<file path="src/rtl/pipe_hazard_ctrl_pkg.sv">
// Shared types and constants for the pipeline hazard / redirect controller.
package pipe_hazard_ctrl_pkg;

   typedef enum logic [1:0] {
      PC_JUMP = 2'd0,
      PC_TRAP = 2'd1,
      PC_MEPC = 2'd2
   } pc_sel_t;

   typedef enum logic [0:0] {
      IDLE  = 1'b0,
      DRAIN = 1'b1
   } ctrl_state_e;

   typedef struct packed {
      logic       irq;
      logic [3:0] code;
   } mcause_t;

   // Default machine interrupt cause codes (software, timer, external).
   localparam logic [3:0] IRQ_CODE_MSI = 4'd3;
   localparam logic [3:0] IRQ_CODE_MTI = 4'd7;
   localparam logic [3:0] IRQ_CODE_MEI = 4'd11;

endpackage

</file>
<file path="src/rtl/pipe_hazard_ctrl_if.sv">
// Bundle of all hazard-controller signals between the datapath and the controller.
// master: datapath side (drives causes, consumes controls); slave: the controller.
interface pipe_hazard_ctrl_if #(
   parameter int NUM_STAGES = 4,
   parameter int NUM_IRQ    = 3,
   parameter int XLEN       = 32,
   parameter int CNT_W      = 32
);
   logic [NUM_STAGES-1:0] stall_cause_i;
   logic [NUM_STAGES-1:0] flush_cause_i;
   logic [NUM_STAGES-1:0] instr_valid_i;
   logic [NUM_IRQ-1:0]    irq_pending_i;
   logic                  irq_global_en_i;
   logic                  trap_valid_i;
   logic                  trap_is_mret_i;
   logic [3:0]            trap_code_i;
   logic [XLEN-1:0]       trap_pc_i;
   logic [XLEN-1:0]       fetch_pc_i;
   logic                  branch_taken_i;

   logic [NUM_STAGES-1:0] stall_o;
   logic [NUM_STAGES-1:0] flush_o;
   logic                  new_pc_en_o;
   logic [1:0]            pc_sel_o;
   logic                  is_trap_o;
   logic                  mret_o;
   logic                  mcause_irq_o;
   logic [3:0]            mcause_code_o;
   logic [XLEN-1:0]       exc_pc_o;
   logic                  irq_wait_o;
   logic [CNT_W-1:0]      perf_stall_cnt_o;
   logic [CNT_W-1:0]      perf_flush_cnt_o;
   logic [15:0]           perf_drain_max_o;

   modport master (
      output stall_cause_i, flush_cause_i, instr_valid_i, irq_pending_i, irq_global_en_i,
             trap_valid_i, trap_is_mret_i, trap_code_i, trap_pc_i, fetch_pc_i, branch_taken_i,
      input  stall_o, flush_o, new_pc_en_o, pc_sel_o, is_trap_o, mret_o, mcause_irq_o,
             mcause_code_o, exc_pc_o, irq_wait_o, perf_stall_cnt_o, perf_flush_cnt_o,
             perf_drain_max_o
   );

   modport slave (
      input  stall_cause_i, flush_cause_i, instr_valid_i, irq_pending_i, irq_global_en_i,
             trap_valid_i, trap_is_mret_i, trap_code_i, trap_pc_i, fetch_pc_i, branch_taken_i,
      output stall_o, flush_o, new_pc_en_o, pc_sel_o, is_trap_o, mret_o, mcause_irq_o,
             mcause_code_o, exc_pc_o, irq_wait_o, perf_stall_cnt_o, perf_flush_cnt_o,
             perf_drain_max_o
   );
endinterface

</file>
<file path="src/rtl/pipe_hazard_ctrl_irq_prio_enc.sv">
// Fixed-priority interrupt encoder: lowest set request index wins and is mapped
// through a packed table of 4-bit cause codes.
module irq_prio_enc
   import pipe_hazard_ctrl_pkg::*;
#(
   parameter int                   NUM_IRQ   = 3,
   parameter logic [NUM_IRQ*4-1:0] IRQ_CODES = {IRQ_CODE_MEI, IRQ_CODE_MTI, IRQ_CODE_MSI}
) (
   input  logic [NUM_IRQ-1:0] req_i,
   output logic               valid_o,
   output logic [3:0]         code_o
);

   // Scan from lowest priority upward so the lowest set index overwrites last.
   always_comb begin
      valid_o = |req_i;
      code_o  = 4'd0;
      for (int i = NUM_IRQ - 1; i >= 0; i--) begin
         if (req_i[i]) code_o = IRQ_CODES[4*i +: 4];
      end
   end

endmodule

</file>
<file path="src/rtl/pipe_hazard_ctrl.sv">
// Pipeline hazard controller: per-register stall/flush generation, interrupt
// drain FSM and fetch steering for traps, MRET, interrupts and branches.
// Optional performance counters are built when HAZARD_PERF_CNT_EN is defined.
module pipe_hazard_ctrl
   import pipe_hazard_ctrl_pkg::*;
#(
   parameter int                   NUM_STAGES   = 4,
   parameter int                   NUM_IRQ      = 3,
   parameter logic [NUM_IRQ*4-1:0] IRQ_CODES    = {IRQ_CODE_MEI, IRQ_CODE_MTI, IRQ_CODE_MSI},
   parameter int                   TRAP_STAGE   = 2,
   parameter int                   BRANCH_STAGE = 1,
   parameter int                   XLEN         = 32,
   parameter int                   CNT_W        = 32
) (
   input logic               clk_i,
   input logic               rst_i,
   pipe_hazard_ctrl_if.slave bus
);

   localparam logic [0:0] ST_IDLE  = IDLE;
   localparam logic [0:0] ST_DRAIN = DRAIN;

   logic [0:0]            state_q, state_d;
   logic                  trap, irq_req, draining, pipe_busy, take_irq;
   logic                  irq_valid;
   logic [3:0]            irq_code;
   logic [NUM_STAGES-1:0] redir_flush, eff_cause, stall_c, flush_c;
   logic                  hold;
   logic                  new_pc_en_c, is_trap_c, mret_c;
   pc_sel_t               pc_sel_c;
   mcause_t               mcause_c;
   logic [XLEN-1:0]       exc_pc_c;

   irq_prio_enc #(
      .NUM_IRQ   (NUM_IRQ),
      .IRQ_CODES (IRQ_CODES)
   ) u_irq_prio_enc (
      .req_i   (bus.irq_pending_i),
      .valid_o (irq_valid),
      .code_o  (irq_code)
   );

   // Interrupt qualification and drain FSM next-state.
   always_comb begin
      trap      = bus.trap_valid_i;
      irq_req   = bus.irq_global_en_i & (|bus.irq_pending_i);
      draining  = (state_q == ST_DRAIN);
      // Register 0 is about to be replaced by the handler fetch, so only older ones matter.
      pipe_busy = |(bus.instr_valid_i & ~{{(NUM_STAGES-1){1'b0}}, 1'b1});
      take_irq  = draining & ~trap & irq_req & irq_valid & ~pipe_busy;
      state_d   = state_q;
      if (!draining) begin
         // A trap in the same cycle wins; the interrupt is re-evaluated afterwards.
         if (irq_req && !trap) state_d = ST_DRAIN;
      end else begin
         if (trap || !irq_req || take_irq) state_d = ST_IDLE;
      end
   end

   // Stall chain (older holds force younger holds) and bubble insertion.
   always_comb begin
      redir_flush = '0;
      eff_cause   = '0;
      stall_c     = '0;
      flush_c     = '0;
      hold        = 1'b0;
      for (int k = NUM_STAGES - 1; k >= 0; k--) begin
         redir_flush[k] = bus.flush_cause_i[k];
         if (k >= 1 && k <= TRAP_STAGE)   redir_flush[k] = redir_flush[k] | trap;
         if (k >= 1 && k <= BRANCH_STAGE) redir_flush[k] = redir_flush[k] | bus.branch_taken_i;
         eff_cause[k] = bus.stall_cause_i[k] & ~redir_flush[k];
         if (k == 0) eff_cause[k] = eff_cause[k] | draining;
         hold       = hold | eff_cause[k];
         stall_c[k] = hold;
      end
      flush_c[0] = bus.flush_cause_i[0];
      for (int k = 1; k < NUM_STAGES; k++) begin
         flush_c[k] = redir_flush[k] | (stall_c[k-1] & ~stall_c[k]);
      end
   end

   // Fetch steering with priority trap > interrupt > branch.
   always_comb begin
      new_pc_en_c = 1'b0;
      pc_sel_c    = PC_JUMP;
      is_trap_c   = 1'b0;
      mret_c      = 1'b0;
      mcause_c    = '{irq: 1'b0, code: bus.trap_code_i};
      exc_pc_c    = bus.trap_pc_i;
      if (trap) begin
         new_pc_en_c = 1'b1;
         if (bus.trap_is_mret_i) begin
            pc_sel_c = PC_MEPC;
            mret_c   = 1'b1;
         end else begin
            pc_sel_c  = PC_TRAP;
            is_trap_c = 1'b1;
         end
      end else if (take_irq) begin
         new_pc_en_c = 1'b1;
         pc_sel_c    = PC_TRAP;
         is_trap_c   = 1'b1;
         mcause_c    = '{irq: 1'b1, code: irq_code};
         exc_pc_c    = bus.fetch_pc_i;
      end else if (bus.branch_taken_i) begin
         new_pc_en_c = 1'b1;
      end
   end

   // Drain FSM state register.
   always_ff @(posedge clk_i) begin
      if (rst_i) state_q <= ST_IDLE;
      else       state_q <= state_d;
   end

   // Outputs are forced quiet while reset is held.
   assign bus.stall_o       = rst_i ? '0 : stall_c;
   assign bus.flush_o       = rst_i ? '0 : flush_c;
   assign bus.new_pc_en_o   = ~rst_i & new_pc_en_c;
   assign bus.pc_sel_o      = rst_i ? PC_JUMP : pc_sel_c;
   assign bus.is_trap_o     = ~rst_i & is_trap_c;
   assign bus.mret_o        = ~rst_i & mret_c;
   assign bus.mcause_irq_o  = ~rst_i & mcause_c.irq;
   assign bus.mcause_code_o = rst_i ? 4'd0 : mcause_c.code;
   assign bus.exc_pc_o      = rst_i ? '0 : exc_pc_c;
   assign bus.irq_wait_o    = ~rst_i & draining;

`ifdef HAZARD_PERF_CNT_EN
   logic [CNT_W-1:0] perf_stall_q, perf_stall_d;
   logic [CNT_W-1:0] perf_flush_q, perf_flush_d;
   logic [15:0]      drain_cnt_q, drain_cnt_d;
   logic [15:0]      drain_max_q, drain_max_d;
   logic [15:0]      drain_inc;

   // Saturating event counters and longest-drain tracker (exit cycle included).
   always_comb begin
      perf_stall_d = perf_stall_q;
      perf_flush_d = perf_flush_q;
      drain_cnt_d  = 16'd0;
      drain_max_d  = drain_max_q;
      drain_inc    = (drain_cnt_q == 16'hFFFF) ? drain_cnt_q : drain_cnt_q + 16'd1;
      if (stall_c[0] && perf_stall_q != '1) perf_stall_d = perf_stall_q + CNT_W'(1);
      if (new_pc_en_c && perf_flush_q != '1) perf_flush_d = perf_flush_q + CNT_W'(1);
      if (draining) begin
         if (state_d == ST_IDLE) begin
            if (drain_inc > drain_max_q) drain_max_d = drain_inc;
         end else begin
            drain_cnt_d = drain_inc;
         end
      end
   end

   // Counter registers, cleared by reset.
   always_ff @(posedge clk_i) begin
      if (rst_i) begin
         perf_stall_q <= '0;
         perf_flush_q <= '0;
         drain_cnt_q  <= '0;
         drain_max_q  <= '0;
      end else begin
         perf_stall_q <= perf_stall_d;
         perf_flush_q <= perf_flush_d;
         drain_cnt_q  <= drain_cnt_d;
         drain_max_q  <= drain_max_d;
      end
   end

   assign bus.perf_stall_cnt_o = rst_i ? '0 : perf_stall_q;
   assign bus.perf_flush_cnt_o = rst_i ? '0 : perf_flush_q;
   assign bus.perf_drain_max_o = rst_i ? '0 : drain_max_q;
`else
   assign bus.perf_stall_cnt_o = {CNT_W{1'b0}};
   assign bus.perf_flush_cnt_o = {CNT_W{1'b0}};
   assign bus.perf_drain_max_o = 16'd0;
`endif

endmodule

</file>
<file path="src/flat_wrapper.sv">
// flat-port wrapper written by rule: the top's interface ports become plain ports
module pipe_hazard_ctrl_flat import pipe_hazard_ctrl_pkg::*;
#(
   parameter int                   NUM_STAGES   = 4,
   parameter int                   NUM_IRQ      = 3,
   parameter logic [NUM_IRQ*4-1:0] IRQ_CODES    = {IRQ_CODE_MEI, IRQ_CODE_MTI, IRQ_CODE_MSI},
   parameter int                   TRAP_STAGE   = 2,
   parameter int                   BRANCH_STAGE = 1,
   parameter int                   XLEN         = 32,
   parameter int                   CNT_W        = 32
)
  (clk_i, rst_i, bus_stall_cause_i, bus_flush_cause_i, bus_instr_valid_i, bus_irq_pending_i, bus_irq_global_en_i, bus_trap_valid_i, bus_trap_is_mret_i, bus_trap_code_i, bus_trap_pc_i, bus_fetch_pc_i, bus_branch_taken_i, bus_stall_o, bus_flush_o, bus_new_pc_en_o, bus_pc_sel_o, bus_is_trap_o, bus_mret_o, bus_mcause_irq_o, bus_mcause_code_o, bus_exc_pc_o, bus_irq_wait_o, bus_perf_stall_cnt_o, bus_perf_flush_cnt_o, bus_perf_drain_max_o);
  pipe_hazard_ctrl_if #(.NUM_STAGES(NUM_STAGES), .NUM_IRQ(NUM_IRQ), .XLEN(XLEN), .CNT_W(CNT_W)) bus_i ();
  input logic clk_i;
  input logic rst_i;
  input wire logic [$bits(bus_i.stall_cause_i)-1:0] bus_stall_cause_i;
  input wire logic [$bits(bus_i.flush_cause_i)-1:0] bus_flush_cause_i;
  input wire logic [$bits(bus_i.instr_valid_i)-1:0] bus_instr_valid_i;
  input wire logic [$bits(bus_i.irq_pending_i)-1:0] bus_irq_pending_i;
  input wire logic [$bits(bus_i.irq_global_en_i)-1:0] bus_irq_global_en_i;
  input wire logic [$bits(bus_i.trap_valid_i)-1:0] bus_trap_valid_i;
  input wire logic [$bits(bus_i.trap_is_mret_i)-1:0] bus_trap_is_mret_i;
  input wire logic [$bits(bus_i.trap_code_i)-1:0] bus_trap_code_i;
  input wire logic [$bits(bus_i.trap_pc_i)-1:0] bus_trap_pc_i;
  input wire logic [$bits(bus_i.fetch_pc_i)-1:0] bus_fetch_pc_i;
  input wire logic [$bits(bus_i.branch_taken_i)-1:0] bus_branch_taken_i;
  output wire logic [$bits(bus_i.stall_o)-1:0] bus_stall_o;
  output wire logic [$bits(bus_i.flush_o)-1:0] bus_flush_o;
  output wire logic [$bits(bus_i.new_pc_en_o)-1:0] bus_new_pc_en_o;
  output wire logic [$bits(bus_i.pc_sel_o)-1:0] bus_pc_sel_o;
  output wire logic [$bits(bus_i.is_trap_o)-1:0] bus_is_trap_o;
  output wire logic [$bits(bus_i.mret_o)-1:0] bus_mret_o;
  output wire logic [$bits(bus_i.mcause_irq_o)-1:0] bus_mcause_irq_o;
  output wire logic [$bits(bus_i.mcause_code_o)-1:0] bus_mcause_code_o;
  output wire logic [$bits(bus_i.exc_pc_o)-1:0] bus_exc_pc_o;
  output wire logic [$bits(bus_i.irq_wait_o)-1:0] bus_irq_wait_o;
  output wire logic [$bits(bus_i.perf_stall_cnt_o)-1:0] bus_perf_stall_cnt_o;
  output wire logic [$bits(bus_i.perf_flush_cnt_o)-1:0] bus_perf_flush_cnt_o;
  output wire logic [$bits(bus_i.perf_drain_max_o)-1:0] bus_perf_drain_max_o;
  assign bus_i.stall_cause_i = bus_stall_cause_i;
  assign bus_i.flush_cause_i = bus_flush_cause_i;
  assign bus_i.instr_valid_i = bus_instr_valid_i;
  assign bus_i.irq_pending_i = bus_irq_pending_i;
  assign bus_i.irq_global_en_i = bus_irq_global_en_i;
  assign bus_i.trap_valid_i = bus_trap_valid_i;
  assign bus_i.trap_is_mret_i = bus_trap_is_mret_i;
  assign bus_i.trap_code_i = bus_trap_code_i;
  assign bus_i.trap_pc_i = bus_trap_pc_i;
  assign bus_i.fetch_pc_i = bus_fetch_pc_i;
  assign bus_i.branch_taken_i = bus_branch_taken_i;
  assign bus_stall_o = bus_i.stall_o;
  assign bus_flush_o = bus_i.flush_o;
  assign bus_new_pc_en_o = bus_i.new_pc_en_o;
  assign bus_pc_sel_o = bus_i.pc_sel_o;
  assign bus_is_trap_o = bus_i.is_trap_o;
  assign bus_mret_o = bus_i.mret_o;
  assign bus_mcause_irq_o = bus_i.mcause_irq_o;
  assign bus_mcause_code_o = bus_i.mcause_code_o;
  assign bus_exc_pc_o = bus_i.exc_pc_o;
  assign bus_irq_wait_o = bus_i.irq_wait_o;
  assign bus_perf_stall_cnt_o = bus_i.perf_stall_cnt_o;
  assign bus_perf_flush_cnt_o = bus_i.perf_flush_cnt_o;
  assign bus_perf_drain_max_o = bus_i.perf_drain_max_o;
  pipe_hazard_ctrl #(.NUM_STAGES(NUM_STAGES), .NUM_IRQ(NUM_IRQ), .IRQ_CODES(IRQ_CODES), .TRAP_STAGE(TRAP_STAGE), .BRANCH_STAGE(BRANCH_STAGE), .XLEN(XLEN), .CNT_W(CNT_W)) u_core (.clk_i(clk_i), .rst_i(rst_i), .bus(bus_i));
endmodule
</file>
<file path="config.mk">
export PLATFORM = sky130hd
export DESIGN_NAME = pipe_hazard_ctrl_flat
export DESIGN_NICKNAME = d
export VERILOG_FILES = /design/src/rtl/pipe_hazard_ctrl_pkg.sv /design/src/rtl/pipe_hazard_ctrl_if.sv /design/src/rtl/pipe_hazard_ctrl_irq_prio_enc.sv /design/src/rtl/pipe_hazard_ctrl.sv /design/src/flat_wrapper.sv
export SDC_FILE = /design/constraint.sdc
export NUM_CORES = 1
export LEC_CHECK = 0
export ABC_AREA = 1
export BUFFER_PORTS_ARGS = -buffer_cell sky130_fd_sc_hd__clkbuf_2
export CORE_AREA = 3 3 83 85
export CTS_CLUSTER_SIZE = 14
export DETAILED_ROUTE_END_ITERATION = 7
export DIE_AREA = 0 0 86 88
export PLACE_DENSITY = 0.7
export SYNTH_ARGS = -nofsm -noshare
export SYNTH_HDL_FRONTEND = slang
export SYNTH_SLANG_ARGS = --single-unit
</file>
<file path="constraint.sdc">
create_clock -name clk_i -period 1.3 [get_ports clk_i]
set_input_delay 0.195 -clock clk_i [delete_from_list [all_inputs] [get_ports clk_i]]
set_output_delay 0.195 -clock clk_i [all_outputs]
set_load 0.02 [all_outputs]
</file>
After elaboration in Yosys (flattened, before gate mapping):

Index checks and enable logic that the tools add are counted.

* reductions and logical operators: 7
* divide/modulo/power cells: 0
* shift-type cells: 0
* eq/ne operators: 0
* $mul: 0
* multiplexer cells: 26
* add/subtract/negate cells: 0
* bitwise logic cells: 37
* $lt $le $gt $ge: 0

Operators with widths (number)
* 2-to-1 mux 32 bit: 3
* 2-to-1 mux 4 bit: 6
* AND 1 bit: 17
* 2-to-1 mux 1 bit: 12
* 2-to-1 mux 5 bit: 2
* inverter 1 bit: 10
* OR 1 bit: 10
* 2-to-1 mux 2 bit: 3
* OR reduction 3 bit: 2
* zero test 1 bit: 2
* logical OR 1 bit: 2
* logical AND 1 bit: 1

* input bits: 89
* latch bits: 0
* bits in writable memories: 0
* word-level logic and storage cells: 71
* output and inout port bits: 131
* flip-flop bits (word level): 1
* ROM bits: 0
* memories: 0

Depth between registers and ports, before layout:

* depth in word-level cells: 9
* depth in mapped cells: 8
* depth with buffers taken out: 7

Hierarchy:

A second synthesis with hierarchy kept.

* cell total of the unflattened synthesis: 343
* area, all modules: 1804.2 um^2

Modules (own cells, without submodules)
* pipe_hazard_ctrl: area each 1761.7 um^2, times used 1, seq. area each 20.0 um^2, cells an instance 334
* irq_prio_enc: area each 42.5 um^2, times used 1, seq. area each 0.0 um^2, cells an instance 9

Worst setup path before layout:

OpenSTA, ideal clock, no wires.

* path kind: register -> output
* start: register u_core.state_q (netlist: u_core.draining)
* end: output port bus_pc_sel_o[0]
* path buffers: 1
* arrival: 1.641 ns
* required time: 1.105 ns
* slack: -0.536 ns
* stages on the path, launching flop included: 8
* path through: dfxtp_1 > nand2_1 > nor2_4 > inv_2 > nor2_1 > nor2_1 > nor2_1 > buf_4

* word-level cells in the longest chain between the ends: 7

Ends and longest elaborated chain
* from (decl): line pipe_hazard_ctrl.sv:23 `logic [0:0] state_q, state_d;`
* from (signal assigned): line pipe_hazard_ctrl.sv:113 `else state_q <= state_d;`
* AND 1 bit (4 in series): line pipe_hazard_ctrl.sv:50 `take_irq = draining & ~trap & irq_req & irq_valid & ~pipe_busy;`
* 2-to-1 mux 1 bit: line pipe_hazard_ctrl.sv:99 `end else if (take_irq) begin`
* 2-to-1 mux 2 bit: line pipe_hazard_ctrl.sv:90 `if (trap) begin`
* 2-to-1 mux 2 bit: line pipe_hazard_ctrl.sv:120 `assign bus.pc_sel_o = rst_i ? PC_JUMP : pc_sel_c;`
* to (decl): line flat_wrapper.sv:30 `output wire logic [$bits(bus_i.pc_sel_o)-1:0] bus_pc_sel_o;`

Every way passes these cells.

Final worst setup path:

* start: input port bus_instr_valid_i[1]
* end: output port bus_exc_pc_o[6]

* word-level cells in the longest chain between the ends: 6

Ends and longest elaborated chain
* from (decl): line flat_wrapper.sv:18 `input wire logic [$bits(bus_i.instr_valid_i)-1:0] bus_instr_valid_i;`
* OR reduction 3 bit: line pipe_hazard_ctrl.sv:49 `pipe_busy = |(bus.instr_valid_i & ~{{(NUM_STAGES-1){1'b0}}, 1'b1});`
* inverter 1 bit: line pipe_hazard_ctrl.sv:50
* AND 1 bit: line pipe_hazard_ctrl.sv:50
* 2-to-1 mux 32 bit: line pipe_hazard_ctrl.sv:99
* 2-to-1 mux 32 bit: line pipe_hazard_ctrl.sv:90
* 2-to-1 mux 32 bit: line pipe_hazard_ctrl.sv:125 `assign bus.exc_pc_o = rst_i ? '0 : exc_pc_c;`
* to (decl): line flat_wrapper.sv:35 `output wire logic [$bits(bus_i.exc_pc_o)-1:0] bus_exc_pc_o;`

Every way passes these cells.

==> flow_summary.yaml <==
synth:
  post-synth-top-area-cell: "buf_4"
  synth_compound_area_share_pct: 1.46
  syn_avg_cell_area_um2: 5.18
  netlist_area_um2: 1710
  synth.area.top_cells: "buf_4, nor2_1, nand4_1"
  synth_cell_type_count: 18
  muxShareOfSynthArea_pct: 0
  synth_fa_ha_area_share_pct: 0
  synth_seq_cells: 1
  yosysSeqAreaShare_pct: 1.17
  synth-simple-area-share_pct: 45.7
  synth_top_area_share_pct: 36.0
  synth_xor_area_share_pct: 0
  ys_warn_count: 0
  netlist_instances: 330
  synth_top_family_by_area: "buffers and inverters"
die:
  fp.dieH_um: 88
  dieWidth_um: 86
  initial_core_util_pct: 27.2
  die_area_um2: 7570
  row_count: 29
  core-area_um2: 6280
  pin_count: 220
finish:
  antenna_cells: 0
  layout-drive-gt1-share_pct: 53.9
  fin_cells: 550
  largest_reg_flops: 1
  syn_to_final_growth_pct: 86.5
  fill_cells: 605
  nNetsFinal: 564
grt:
  grt_pass1_vias: 2082
  grt_use_total_pct: 13.8
  grt_pass1_wl_um: 8850
  antenna_found_initial: 0
  grt_max_degree: 32
  gr-total-overflow: 0
sta:
  max_freq_mhz: 679
  rsz0062_at_grt: "yes"
  setup-violations-final: 39
  hold_violations: 0
  setup_ws_ps: -173
  tns_ps: -4890
  period_share_pct: 113
  fin_worst_skew_ps: 0
  layout_min_cycle_time_ps: 1470
  slew_violations: 0
clocking:
  clock_latency_ps: 0
  cts_hold_buf: 0
  cts.clk_slew.worst_paths_ps: 0
placed_design:
  place_inst: 546
  gp_congestion: 0.693
  io_buffers: 138
  place_ws_ps: -212
  hpwl_um: 4860
setup_path:
  cp-start-kind: "primary input"
  cp_data_required_time_ps: 1110
  crit_fanout: 15
  cp-end-kind: "primary output"
  path_class: "in -> out"
  crit_arrival_ps: 1280
pwr:
  p_total_uw: 1110
  p_leak_uw: 0.00177
  power_density_nw_per_um2: 350
  peakVddDrop_mv: 0.279
drt:
  vias: 2249
  wl_per_cell_um: 11.4
  wirelength_um: 6260
  firstDrtPassIters: 4
  post-route-drc-count: 0
  drt_iter0_drc: 42
  via_per_inst: 4.09
  ant_nets: 0
job:
  drv_cap: 0
worst_hold_path:
  hold_class: "in -> reg"
outcome:
  failed_checks: "setup timing"
  status: "finished, violations left"
==> where the power goes <==
part / switching, uW / internal, uW / leakage (uW)
clock network: 0 / 0 / 0
logic: 649 / 432 / 0.00176
registers: 0.770 / 32.8 / 0.00000860
==> kinds of logic (layout without fill, tap and decap cells) <==
logic type / Yosys count / after routing
AOI/OAI and AO/OA: 5 / 5
other: 1 / 80
DFF: 1 / 1
buffers and inverters: 146 / 210
and+or+nand+nor: 177 / 177
==> cell usage after synthesis <==
cell type,n
nor3_1,1
conb_1,1
buf_1,5
buf_2,1
nor2_1,84
buf_4,82
inv_2,1
buf_6,3
nor2_4,3
dfxtp_1,1
a21oi_1,4
nand4_1,32
nand2_1,49
clkbuf_1,8
inv_1,46
o21ai_0,1
nand2_2,2
nand3_1,6
==> routing by layer <==
metal / vias to the layer above / global-route usage (%) / wire [um]
met5: - / 0 / 0
met4: 0 / 1.15 / 31
met3: 4 / 1.98 / 677
met2: 142 / 30.4 / 3640
met1: 975 / 13.6 / 1910
li1: 1128 / - / -
==> cell usage in the layout (no fill, tap or decap), drive strengths merged <==
master	netlist	layout
clkbuf	8	104
nor2	87	87
conb	1	80
buf	91	59
nand2	51	51
inv	47	47
nand4	32	32
nand3	6	6
a21oi	4	4
nor3	1	1
o21ai	1	1
dfxtp	1	1
==> layout make-up <==
type,instances,area (um2),share of cell area (%)
sequential,1,21.3,0.667
inverter,47,181,5.69
multi-input combinational,262,1520,47.6
timing repair buffer,163,1370,43.1
tap,77,96.3,3.02
==> per-stage QoR <==
| stage | utilization, % | hold WS (ps) | cell area, um2 |
|---|---|---|---|
| 2_1_floorplan | - | 453 | 2330 |
| 3_3_place_gp | 41.0 | 704 | 2570 |
| 3_5_place_dp | 41.0 | 705 | 2570 |
| 4_1_cts | 48.7 | 706 | 3060 |
| 5_1_grt | 50.8 | 721 | 3190 |
| 6_report | 50.8 | 676 | 3190 |
==> worst max-delay path, stage by stage <==
cell,delay (ps)
buf_6,100
inv_4,50
nand2_4,50
nor2_4,130
inv_2,70
nor2_4,170
clkbuf_16,240
nor2_2,70
nor2_4,70
clkbuf_8,140
==> worst paths after layout <==
check | endpoint | startpoint | cells past startpoint | slack, ps
worst max-delay path | bus_exc_pc_o[6] | bus_instr_valid_i[1] | 10 | -170
worst min-delay path | u_core.draining | bus_trap_valid_i | 5 | 680
worst max register to register | u_core.draining | u_core.draining | 4 | 390
worst min register to register | u_core.draining | u_core.draining | 4 | 740
==> repair_timing <==
item                                   4_1_cts  5_1_grt
cloned                                       0        1
endpoints found under the hold margin        0        0
setup endpoints to repair                   46       46
setup buffers                                5        0
resized for setup                          109       56
pin swaps                                   12       12
Power figures use the tool's default switching activity.
